<file path="src/rtl/e203_exu_thread_sched_pkg.sv">
// Shared definitions for the EXU hardware-thread scheduler: default thread
// count, default quantum and the scheduler FSM state encoding.
package e203_exu_thread_sched_pkg;

  localparam int E203_THREADS_NUM    = 2;
  localparam int E203_TSCHED_QUANTUM = 16;

  typedef enum logic [1:0] {
    E203_TSCHED_RUN    = 2'd0,
    E203_TSCHED_DRAIN  = 2'd1,
    E203_TSCHED_SWITCH = 2'd2,
    E203_TSCHED_SLEEP  = 2'd3
  } tsched_state_e;

endpackage

</file>
<file path="src/rtl/e203_exu_thread_sched_if.sv">
// Scheduler <-> core signal bundle. The master side is the core (commit,
// pipeline status, per-thread enables/interrupts); the slave side is the
// scheduler, which drives thread selection and the halt/drain request.
interface e203_exu_thread_sched_if
  import e203_exu_thread_sched_pkg::*;
#(
  parameter int THREADS_NUM = E203_THREADS_NUM
);
  logic [THREADS_NUM-1:0] thread_en;
  logic [THREADS_NUM-1:0] thread_irq;
  logic                   nonflush_cmt_ena;
  logic                   cmt_wfi_ena;
  logic                   pipe_idle;
  logic                   dbg_mode;
  logic [THREADS_NUM-1:0] thread_sel;
  logic                   halt_req;
  logic                   sched_switch;
  logic                   all_asleep;

  modport master (
    output thread_en, thread_irq, nonflush_cmt_ena, cmt_wfi_ena, pipe_idle, dbg_mode,
    input  thread_sel, halt_req, sched_switch, all_asleep
  );

  modport slave (
    input  thread_en, thread_irq, nonflush_cmt_ena, cmt_wfi_ena, pipe_idle, dbg_mode,
    output thread_sel, halt_req, sched_switch, all_asleep
  );
endinterface

</file>
<file path="src/rtl/e203_exu_thread_sched_rr_arb.sv">
// Combinational round-robin picker. Searches req starting one position after
// the one-hot cur and wraps around, so cur itself is the last candidate.
module e203_thread_rr_arb #(
  parameter int N = 2
) (
  input  logic [N-1:0] req,
  input  logic [N-1:0] cur,
  output logic [N-1:0] grant,
  output logic         found
);

  // First requester at distance k = 1..N from the current thread wins
  always_comb begin
    grant = '0;
    found = 1'b0;
    for (int k = 1; k <= N; k++) begin
      for (int i = 0; i < N; i++) begin
        for (int j = 0; j < N; j++) begin
          if (!found && cur[i] && (j == ((i + k) % N)) && req[j]) begin
            grant[j] = 1'b1;
            found    = 1'b1;
          end
        end
      end
    end
  end

endmodule

</file>
<file path="src/rtl/e203_exu_thread_sched.sv">
// EXU hardware-thread scheduler. Rotates among runnable threads on quantum
// expiry, WFI or thread disable, draining the pipeline before each switch,
// and tracks per-thread WFI sleep state woken by that thread's interrupt.
// Optional feature macro: E203_THREAD_IRQ_PREEMPT_EN (an interrupt pending on
// another enabled thread preempts the current one and is picked first).
module e203_exu_thread_sched
  import e203_exu_thread_sched_pkg::*;
#(
  parameter int THREADS_NUM = E203_THREADS_NUM,
  parameter int QUANTUM     = E203_TSCHED_QUANTUM
) (
  input  logic                    clk,
  input  logic                    rst_n,
  e203_exu_thread_sched_if.slave  sif
);

  localparam int              QW   = $clog2(QUANTUM);
  localparam logic [QW-1:0]   QMAX = QW'(QUANTUM - 1);

  tsched_state_e          state_q, state_d;
  logic [QW-1:0]          qcnt_q, qcnt_d;
  logic [THREADS_NUM-1:0] asleep_q, asleep_d;
  logic [THREADS_NUM-1:0] thread_sel_q, thread_sel_d;
  logic                   halt_req_q, halt_req_d;
  logic                   sched_switch_q, sched_switch_d;
  logic                   all_asleep_q, all_asleep_d;

  logic [THREADS_NUM-1:0] en_eff;
  logic [THREADS_NUM-1:0] runnable;
  logic                   cur_en;
  logic                   cur_runnable;
  logic [THREADS_NUM-1:0] rr_grant;
  logic                   rr_found;
  logic [THREADS_NUM-1:0] pick_grant;
  logic                   pick_found;
  logic                   preempt;

  // Thread 0 can never be disabled, so there is always a fallback thread
  assign en_eff       = sif.thread_en | {{(THREADS_NUM-1){1'b0}}, 1'b1};
  assign runnable     = en_eff & ~asleep_q;
  assign cur_en       = |(en_eff & thread_sel_q);
  assign cur_runnable = |(runnable & thread_sel_q);

  e203_thread_rr_arb #(.N(THREADS_NUM)) u_rr_arb (
    .req   (runnable),
    .cur   (thread_sel_q),
    .grant (rr_grant),
    .found (rr_found)
  );

`ifdef E203_THREAD_IRQ_PREEMPT_EN
  logic [THREADS_NUM-1:0] irq_grant;
  logic                   irq_found;
  logic [THREADS_NUM-1:0] irq_run;

  assign preempt = |(sif.thread_irq & en_eff & ~thread_sel_q);
  assign irq_run = sif.thread_irq & runnable;

  // Lowest-index runnable thread with a pending interrupt takes priority
  always_comb begin
    irq_grant = '0;
    irq_found = 1'b0;
    for (int i = THREADS_NUM - 1; i >= 0; i--) begin
      if (irq_run[i]) begin
        irq_grant    = '0;
        irq_grant[i] = 1'b1;
        irq_found    = 1'b1;
      end
    end
  end

  assign pick_grant = irq_found ? irq_grant : rr_grant;
  assign pick_found = irq_found | rr_found;
`else
  assign preempt    = 1'b0;
  assign pick_grant = rr_grant;
  assign pick_found = rr_found;
`endif

  // Sleep tracking: WFI on the current thread sets, its interrupt clears (wins)
  always_comb begin
    asleep_d = asleep_q;
    for (int i = 0; i < THREADS_NUM; i++) begin
      if (sif.thread_irq[i]) begin
        asleep_d[i] = 1'b0;
      end else if (sif.cmt_wfi_ena && thread_sel_q[i]) begin
        asleep_d[i] = 1'b1;
      end
    end
  end

  // Scheduler FSM next state, quantum counter and registered output values
  always_comb begin
    state_d        = state_q;
    qcnt_d         = qcnt_q;
    thread_sel_d   = thread_sel_q;
    sched_switch_d = 1'b0;
    unique case (state_q)
      E203_TSCHED_RUN: begin
        if (!sif.dbg_mode) begin
          if (sif.nonflush_cmt_ena && (qcnt_q != QMAX)) begin
            qcnt_d = qcnt_q + 1'b1;
          end
          if ((sif.nonflush_cmt_ena && (qcnt_q == QMAX)) || sif.cmt_wfi_ena ||
              !cur_en || preempt) begin
            state_d = E203_TSCHED_DRAIN;
          end
        end
      end
      E203_TSCHED_DRAIN: begin
        if (sif.pipe_idle) begin
          state_d = E203_TSCHED_SWITCH;
        end
      end
      E203_TSCHED_SWITCH: begin
        qcnt_d = '0;
        if (pick_found && (pick_grant != thread_sel_q)) begin
          thread_sel_d   = pick_grant;
          sched_switch_d = 1'b1;
          state_d        = E203_TSCHED_RUN;
        end else if (cur_runnable) begin
          state_d = E203_TSCHED_RUN;
        end else begin
          state_d = E203_TSCHED_SLEEP;
        end
      end
      E203_TSCHED_SLEEP: begin
        if (|runnable) begin
          state_d = E203_TSCHED_SWITCH;
        end
      end
      default: state_d = E203_TSCHED_RUN;
    endcase
    halt_req_d   = (state_d != E203_TSCHED_RUN);
    all_asleep_d = (state_d == E203_TSCHED_SLEEP);
  end

  // State, counter, sleep bits and output flops
  always_ff @(posedge clk or negedge rst_n) begin
    if (!rst_n) begin
      state_q        <= E203_TSCHED_RUN;
      qcnt_q         <= '0;
      asleep_q       <= '0;
      thread_sel_q   <= {{(THREADS_NUM-1){1'b0}}, 1'b1};
      halt_req_q     <= 1'b0;
      sched_switch_q <= 1'b0;
      all_asleep_q   <= 1'b0;
    end else begin
      state_q        <= state_d;
      qcnt_q         <= qcnt_d;
      asleep_q       <= asleep_d;
      thread_sel_q   <= thread_sel_d;
      halt_req_q     <= halt_req_d;
      sched_switch_q <= sched_switch_d;
      all_asleep_q   <= all_asleep_d;
    end
  end

  assign sif.thread_sel   = thread_sel_q;
  assign sif.halt_req     = halt_req_q;
  assign sif.sched_switch = sched_switch_q;
  assign sif.all_asleep   = all_asleep_q;

endmodule
</file>
<file path="src/flat_wrapper.sv">
// flat-port wrapper written by rule: the top's interface ports become plain ports
module e203_exu_thread_sched_flat import e203_exu_thread_sched_pkg::*;
#(
  parameter int THREADS_NUM = E203_THREADS_NUM,
  parameter int QUANTUM     = E203_TSCHED_QUANTUM
)
  (clk, rst_n, sif_thread_en, sif_thread_irq, sif_nonflush_cmt_ena, sif_cmt_wfi_ena, sif_pipe_idle, sif_dbg_mode, sif_thread_sel, sif_halt_req, sif_sched_switch, sif_all_asleep);
  e203_exu_thread_sched_if #(.THREADS_NUM(THREADS_NUM)) sif_i ();
  input  logic clk;
  input  logic rst_n;
  input wire logic [$bits(sif_i.thread_en)-1:0] sif_thread_en;
  input wire logic [$bits(sif_i.thread_irq)-1:0] sif_thread_irq;
  input wire logic [$bits(sif_i.nonflush_cmt_ena)-1:0] sif_nonflush_cmt_ena;
  input wire logic [$bits(sif_i.cmt_wfi_ena)-1:0] sif_cmt_wfi_ena;
  input wire logic [$bits(sif_i.pipe_idle)-1:0] sif_pipe_idle;
  input wire logic [$bits(sif_i.dbg_mode)-1:0] sif_dbg_mode;
  output wire logic [$bits(sif_i.thread_sel)-1:0] sif_thread_sel;
  output wire logic [$bits(sif_i.halt_req)-1:0] sif_halt_req;
  output wire logic [$bits(sif_i.sched_switch)-1:0] sif_sched_switch;
  output wire logic [$bits(sif_i.all_asleep)-1:0] sif_all_asleep;
  assign sif_i.thread_en = sif_thread_en;
  assign sif_i.thread_irq = sif_thread_irq;
  assign sif_i.nonflush_cmt_ena = sif_nonflush_cmt_ena;
  assign sif_i.cmt_wfi_ena = sif_cmt_wfi_ena;
  assign sif_i.pipe_idle = sif_pipe_idle;
  assign sif_i.dbg_mode = sif_dbg_mode;
  assign sif_thread_sel = sif_i.thread_sel;
  assign sif_halt_req = sif_i.halt_req;
  assign sif_sched_switch = sif_i.sched_switch;
  assign sif_all_asleep = sif_i.all_asleep;
  e203_exu_thread_sched #(.THREADS_NUM(THREADS_NUM), .QUANTUM(QUANTUM)) u_core (.clk(clk), .rst_n(rst_n), .sif(sif_i));
endmodule
</file>
<file path="config.mk">
export PLATFORM = sky130hd
export DESIGN_NAME = e203_exu_thread_sched_flat
export DESIGN_NICKNAME = d
export VERILOG_FILES = /design/src/rtl/e203_exu_thread_sched_pkg.sv /design/src/rtl/e203_exu_thread_sched_if.sv /design/src/rtl/e203_exu_thread_sched_rr_arb.sv /design/src/rtl/e203_exu_thread_sched.sv /design/src/flat_wrapper.sv
export SDC_FILE = /design/constraint.sdc
export NUM_CORES = 1
export LEC_CHECK = 0
export ABC_AREA = 1
export BUFFER_PORTS_ARGS = -buffer_cell sky130_fd_sc_hd__buf_2
export CAP_MARGIN = 20
export CELL_PAD_IN_SITES_DETAIL_PLACEMENT = 1
export CELL_PAD_IN_SITES_GLOBAL_PLACEMENT = 1
export CORE_MARGIN = 10
export CORE_UTILIZATION = 36
export CTS_CLUSTER_DIAMETER = 120
export DETAILED_ROUTE_END_ITERATION = 12
export PLACE_DENSITY_LB_ADDON = 0.1
export SLEW_MARGIN = 30
export SYNTH_ARGS = -nofsm -noshare
export SYNTH_HDL_FRONTEND = slang
export SYNTH_SLANG_ARGS = --single-unit
</file>
<file path="constraint.sdc">
create_clock -name clk -period 1.6 [get_ports clk]
set_clock_uncertainty 0.1 [all_clocks]
set_input_delay 0.32 -clock clk [delete_from_list [all_inputs] [get_ports clk]]
set_output_delay 0.32 -clock clk [all_outputs]
set_load 0.01 [all_outputs]
</file>
[Yosys cells after proc, flatten, opt, wreduce, memory -nomap -nowiden]
Cells that the tools add are included.
Widths: inputs -> output; s select.
Operators by class
  add/sub/neg operators: 1
  equality and inequality tests: 9
  multiplexer cells: 23
  bitwise gates (word level): 4
  reduce and logical (&&, ||, !) cells: 28
Operator list (number)
  $mux 1: 13
  $logic_and 1x1->1: 12
  $mux 2: 6
  $mux 4: 2
  $pmux 2 s4: 1
  $pmux 4 s2: 1
  $reduce_bool 2->1: 4
  $and 2x2->2: 3
  $eq 2x2->1 const B: 3
  $reduce_or 2->1: 3
  $add 4x1->4 const B: 1
  $eq 4x4->1 const B: 1
  $logic_not 1->1: 4
  $ne 4x4->1 const B: 1
  $reduce_and 3->1: 1
  $eq 2x1->1 const B: 1
  $logic_not 2->1: 1
  $logic_or 1x1->1: 2
  $ne 2x1->1 const B: 1
  $ne 2x2->1: 1
  $ne 2x2->1 const B: 1
  $not 2->2: 1
  $reduce_and 2->1: 1
Word-level totals
  register bits after elaboration: 13
  bits of input ports: 10
  output and inout port bits: 5
  word-level logic and storage cells: 73

[Longest topological paths before layout]
  depth after elaboration: 21
  gate-level depth with buffers: 9
  gate-level depth less buffers: 9

[Cells and area by module]
A second synthesis with hierarchy kept.
Unflattened totals
  cell total of the unflattened synthesis: 99
  area total of the unflattened synthesis: 755.7 µm²
Modules (own cells, without submodules)
  e203_exu_thread_sched: times used 1, cells each 90, area an instance 710.7 µm², seq. area each 326.6 µm²
  e203_thread_rr_arb: times used 1, cells each 9, area an instance 45.0 µm², seq. area each 0.0 µm²

[Least setup slack after synthesis]
No wires, ideal clock.
  path type: register -> register
  from: reg u_core.qcnt_q[0]
  to: reg u_core.qcnt_q[0]
  library setup time: 0.117 ns
  arrival: 1.138 ns
  required time: 1.383 ns
  slack: 0.245 ns
  stages on the path, launching flop included: 10
  path buffers: 0
  clock period less this slack: 1.355 ns
  path through: dfrtp_1 ha_1 nand2_1 inv_1 nand2_1 nand2_1 a21oi_4 inv_2 nand2_1 nand2_1
On the way
  longest elaborated chain between the ends: 4
  elaborated cells on any way between the ends: 8
  classes of those cells: add/sub: 1; eq/ne: 2; mux: 3; reduce/logical: 2
Ends and longest elaborated chain
  start, declared: line e203_exu_thread_sched.sv:21  | logic [QW-1:0] qcnt_q, qcnt_d;
  start signal, assigned: line e203_exu_thread_sched.sv:150  | qcnt_q <= qcnt_d;
  $add 4x1->4 or $ne 4x4->1 (tied branches): line e203_exu_thread_sched.sv:102, e203_exu_thread_sched.sv:101
  $mux 4 or $logic_and 1x1->1 (tied branches): line e203_exu_thread_sched.sv:101  | if (sif.nonflush_cmt_ena && (qcnt_q != QMAX)) begin
  $mux 4 or $ne 2x1->1 (tied branches)
  $pmux 4 s2 or $reduce_and 3->1 (tied branches)
Several ways; a longest one is shown, not always the timed one. The select of a mux whose other input is x is not followed.
A chain may end at the register's enable or synchronous reset.

[Worst setup path after layout]
  from: reg u_core.qcnt_q[0]
  to: reg u_core.qcnt_q[1]
The elaborated chain is that of the path after synthesis.

==> metrics.txt <==
post-synthesis xor/xnor area fraction=1.30%; DRC=0; Worst-Skew Late Latency=270 ps; type of the worst setup path=reg2reg; Initial Util=38.7%; Worst Path Buf+Inv=2; number of I/O port buffers=13; #FFs+latches synth=13; Worst Hold Path EP=u_core.asleep_q[0]$_DFFE_PN0P_; row count=15; Final Cycle Share=92.4%; Synth cell types=17; # fillers=234; crit path time final=1480 ps; root buf cell=clkbuf_4; Levels on crit path=9; crit path launch type=register; pin count of the biggest net entering global routing=14; final cell count without fillers=132; Final Setup Violations=0; Least-Margin Pin Slew=295 ps; first-pass GRT wire length=2820 um; fin nets=119; DIE AREA=4010 um^2; dpl hpwl=1320 um; Max rail drop VDD=0.732 mV; I/O pin cnt=15; critical path arrival=1550 ps; CP required=1680 ps; RR Startpoint=u_core.qcnt_q[0]$_DFFE_PN0P_; Die Wd=63.3 um; Internal Power=0.000789 W; instance count of the mapped netlist=88; CTS Buf Count=3; Via density=4.67; critical-path cell list=ha_2 > nand2_1 > inv_1 > nand2_1 > nand2_2 > a21oi_4 > inv_2 > nand2_1 > nand2_1; Hold Vio Cnt, Final=0; vias post-DR=616; CP max stage delay=420 ps; clk sink count=13; Clock transition at path regs=90 ps; max-cap viol count=0; Final Wtd Congestion=0.781; r2r endpoint=u_core.qcnt_q[1]$_DFFE_PN0P_; DRT antenna net count=0; drt initial violations=1; CTS Buffer Depth=2; WHS Path Cells=2; area share of fa/ha/maj cells after synthesis=1.85%; All-Layer GR Usage=8.63%; share of layout cells above drive strength 1=27.1%; sequential element share of the synthesized area=48.3%; Max H-tree Level=1; Sw Ratio=43.3%; NetSw=0.000602 W; Pleak=0.463 nW; Ys Warns=0; DR pass1 iterations=3; part of the power in the clock network=15.2%; number of antenna violations at the first check in global routing=0; Cells after DPL=126; Mapped Area=676 um^2; Comb pwr share=43.7%; status=complete, no violations; mux share of post-synthesis cell area=0%; worst-case reg-to-reg path depth=9; CP max FO=5; min-delay src=sif_thread_irq[0]; Final Max Slew Viols=0; Die Ht=63.3 um; simple-gate share of the synthesized area=29.8%; Synth Area in Compound Gates=10.7%; commonest non-fill, non-tap cell in the layout=nand2_1; post-synthesis average cell area=7.68 um^2; Overall Power=0.00139 W; commonest cells after routing, fill and taps aside=nand2_1, nor2_1, buf_2, dfrtp_1, inv_1; TritonCTS clock tree=yes; vias in the first global route=653; Reg power frac=41.1%; ant diodes=0; Slew headroom=80.4%; area delta synth->final=21.5%; Min-Delay Path Class=in2reg; Worst path slowest cell=dfrtp_1; WL/cell=12.6 um; final WL=1670 um; CP Capture Type=register; GR Overflow Total=0; fmax=676 MHz; Largest delay share family, worst path=flip-flops; Power Dens Cells=1690 nW/um^2; flop2flop setup slack=120 ps; Core ar.=1750 um^2; largest family of logic cells by synthesized area=simple AND/OR/NAND/NOR gates; Post-Syn Nets=99; cell mode on critical path=nand2_1
-- final cells by class --
| class | instances | area (um^2) | share of cell area (%) |
|---|---|---|---|
| sequential | 13 | 327 | 39.8 |
| multi-input combinational | 61 | 300 | 36.6 |
| timing repair buffer | 15 | 82.6 | 10.1 |
| inverter | 14 | 53.8 | 6.55 |
| tap | 25 | 31.3 | 3.81 |
| clock buffer | 4 | 26.3 | 3.20 |
-- kinds of logic (layout without fill, tap and decap cells) --
family,Yosys count,in the layout
buffers and inverters,14,33
AND/OR/NAND/NOR,47,47
XOR/XNOR,1,1
adder cells (fa/ha/maj),1,1
flip-flops,13,13
AO/OA/AOI/OAI,12,12
-- sequential cells by signal, indices dropped and copies added (netlist names) --
name	cells
u_core.asleep_q	2
u_core.qcnt_q	4
u_core.sif.all_asleep	1
u_core.sif.halt_req	1
u_core.sif.sched_switch	1
u_core.sif.thread_sel	2
u_core.state_q	2
-- power by group through the flow --
stage	sequential (W)	combinational [W]	clock [W]
finish	0.000571	0.000608	0.000212
global route	0.000594	0.000705	0.000229
CTS	0.000574	0.000604	0.000215
detailed placement	0.000578	0.000595	0
global placement	0.000577	0.000578	0
floorplan	0.000577	0.000405	0
-- synth_stat cells --
library cell	count	area share, %
dfrtp_1	12	44
dfstp_2	1	3.9
nand2_1	23	13
clkinv_2	1	0.74
nand3_1	6	4.4
nor2_2	3	2.8
inv_2	2	1.1
nand2_2	1	0.93
o21ai_0	6	4.4
xor2_1	1	1.3
inv_1	11	6.1
a21oi_4	1	2.4
nor2_1	13	7.2
ha_1	1	1.9
a21oi_1	4	3.0
a31oi_1	1	0.93
nand2_4	1	1.7
-- worst max path at each step --
| stage | startpoint | endpoint |
|---|---|---|
| final | u_core.qcnt_q[0]$_DFFE_PN0P_ | u_core.qcnt_q[1]$_DFFE_PN0P_ |
| after global routing | u_core.qcnt_q[1]$_DFFE_PN0P_ | u_core.qcnt_q[0]$_DFFE_PN0P_ |
| after CTS | u_core.qcnt_q[0]$_DFFE_PN0P_ | u_core.qcnt_q[0]$_DFFE_PN0P_ |
| after floorplan | u_core.qcnt_q[0]$_DFFE_PN0P_ | u_core.qcnt_q[0]$_DFFE_PN0P_ |
| after detailed placement | u_core.qcnt_q[0]$_DFFE_PN0P_ | u_core.qcnt_q[0]$_DFFE_PN0P_ |
| after global placement | u_core.qcnt_q[0]$_DFFE_PN0P_ | u_core.qcnt_q[0]$_DFFE_PN0P_ |
-- metal layers --
layer,up-vias,routed length (um),global-route usage [%]
li1,313,-,-
met1,292,710,8.76
met2,7,860,16.0
met3,4,73,3.18
met4,0,20,2.46
met5,-,0,0
-- repair_timing --
action,in CTS,in global routing
endpoints found under the hold margin,12,0
endpoints found under the setup margin,0,3
setup buffers,0,1
hold buffers,1,0
resized for setup,0,2
-- stage by stage --
step / hold slack [ps] / worst slack (ps) / area [um^2] / TNS (ps) / utilization [%]
final: 81.5 / 121 / 821 / 0 / 47.0
after global routing: 78.7 / -0.259 / 821 / -0.259 / 47.0
after CTS: 80.4 / 64.2 / 808 / 0 / 46.3
after detailed placement: 127 / 76.9 / 772 / 0 / 44.2
after global placement: 130 / 130 / 772 / 0 / 44.2
after floorplan: -75.6 / 245 / 676 / 0 / -
Power figures use the tool's default switching activity.
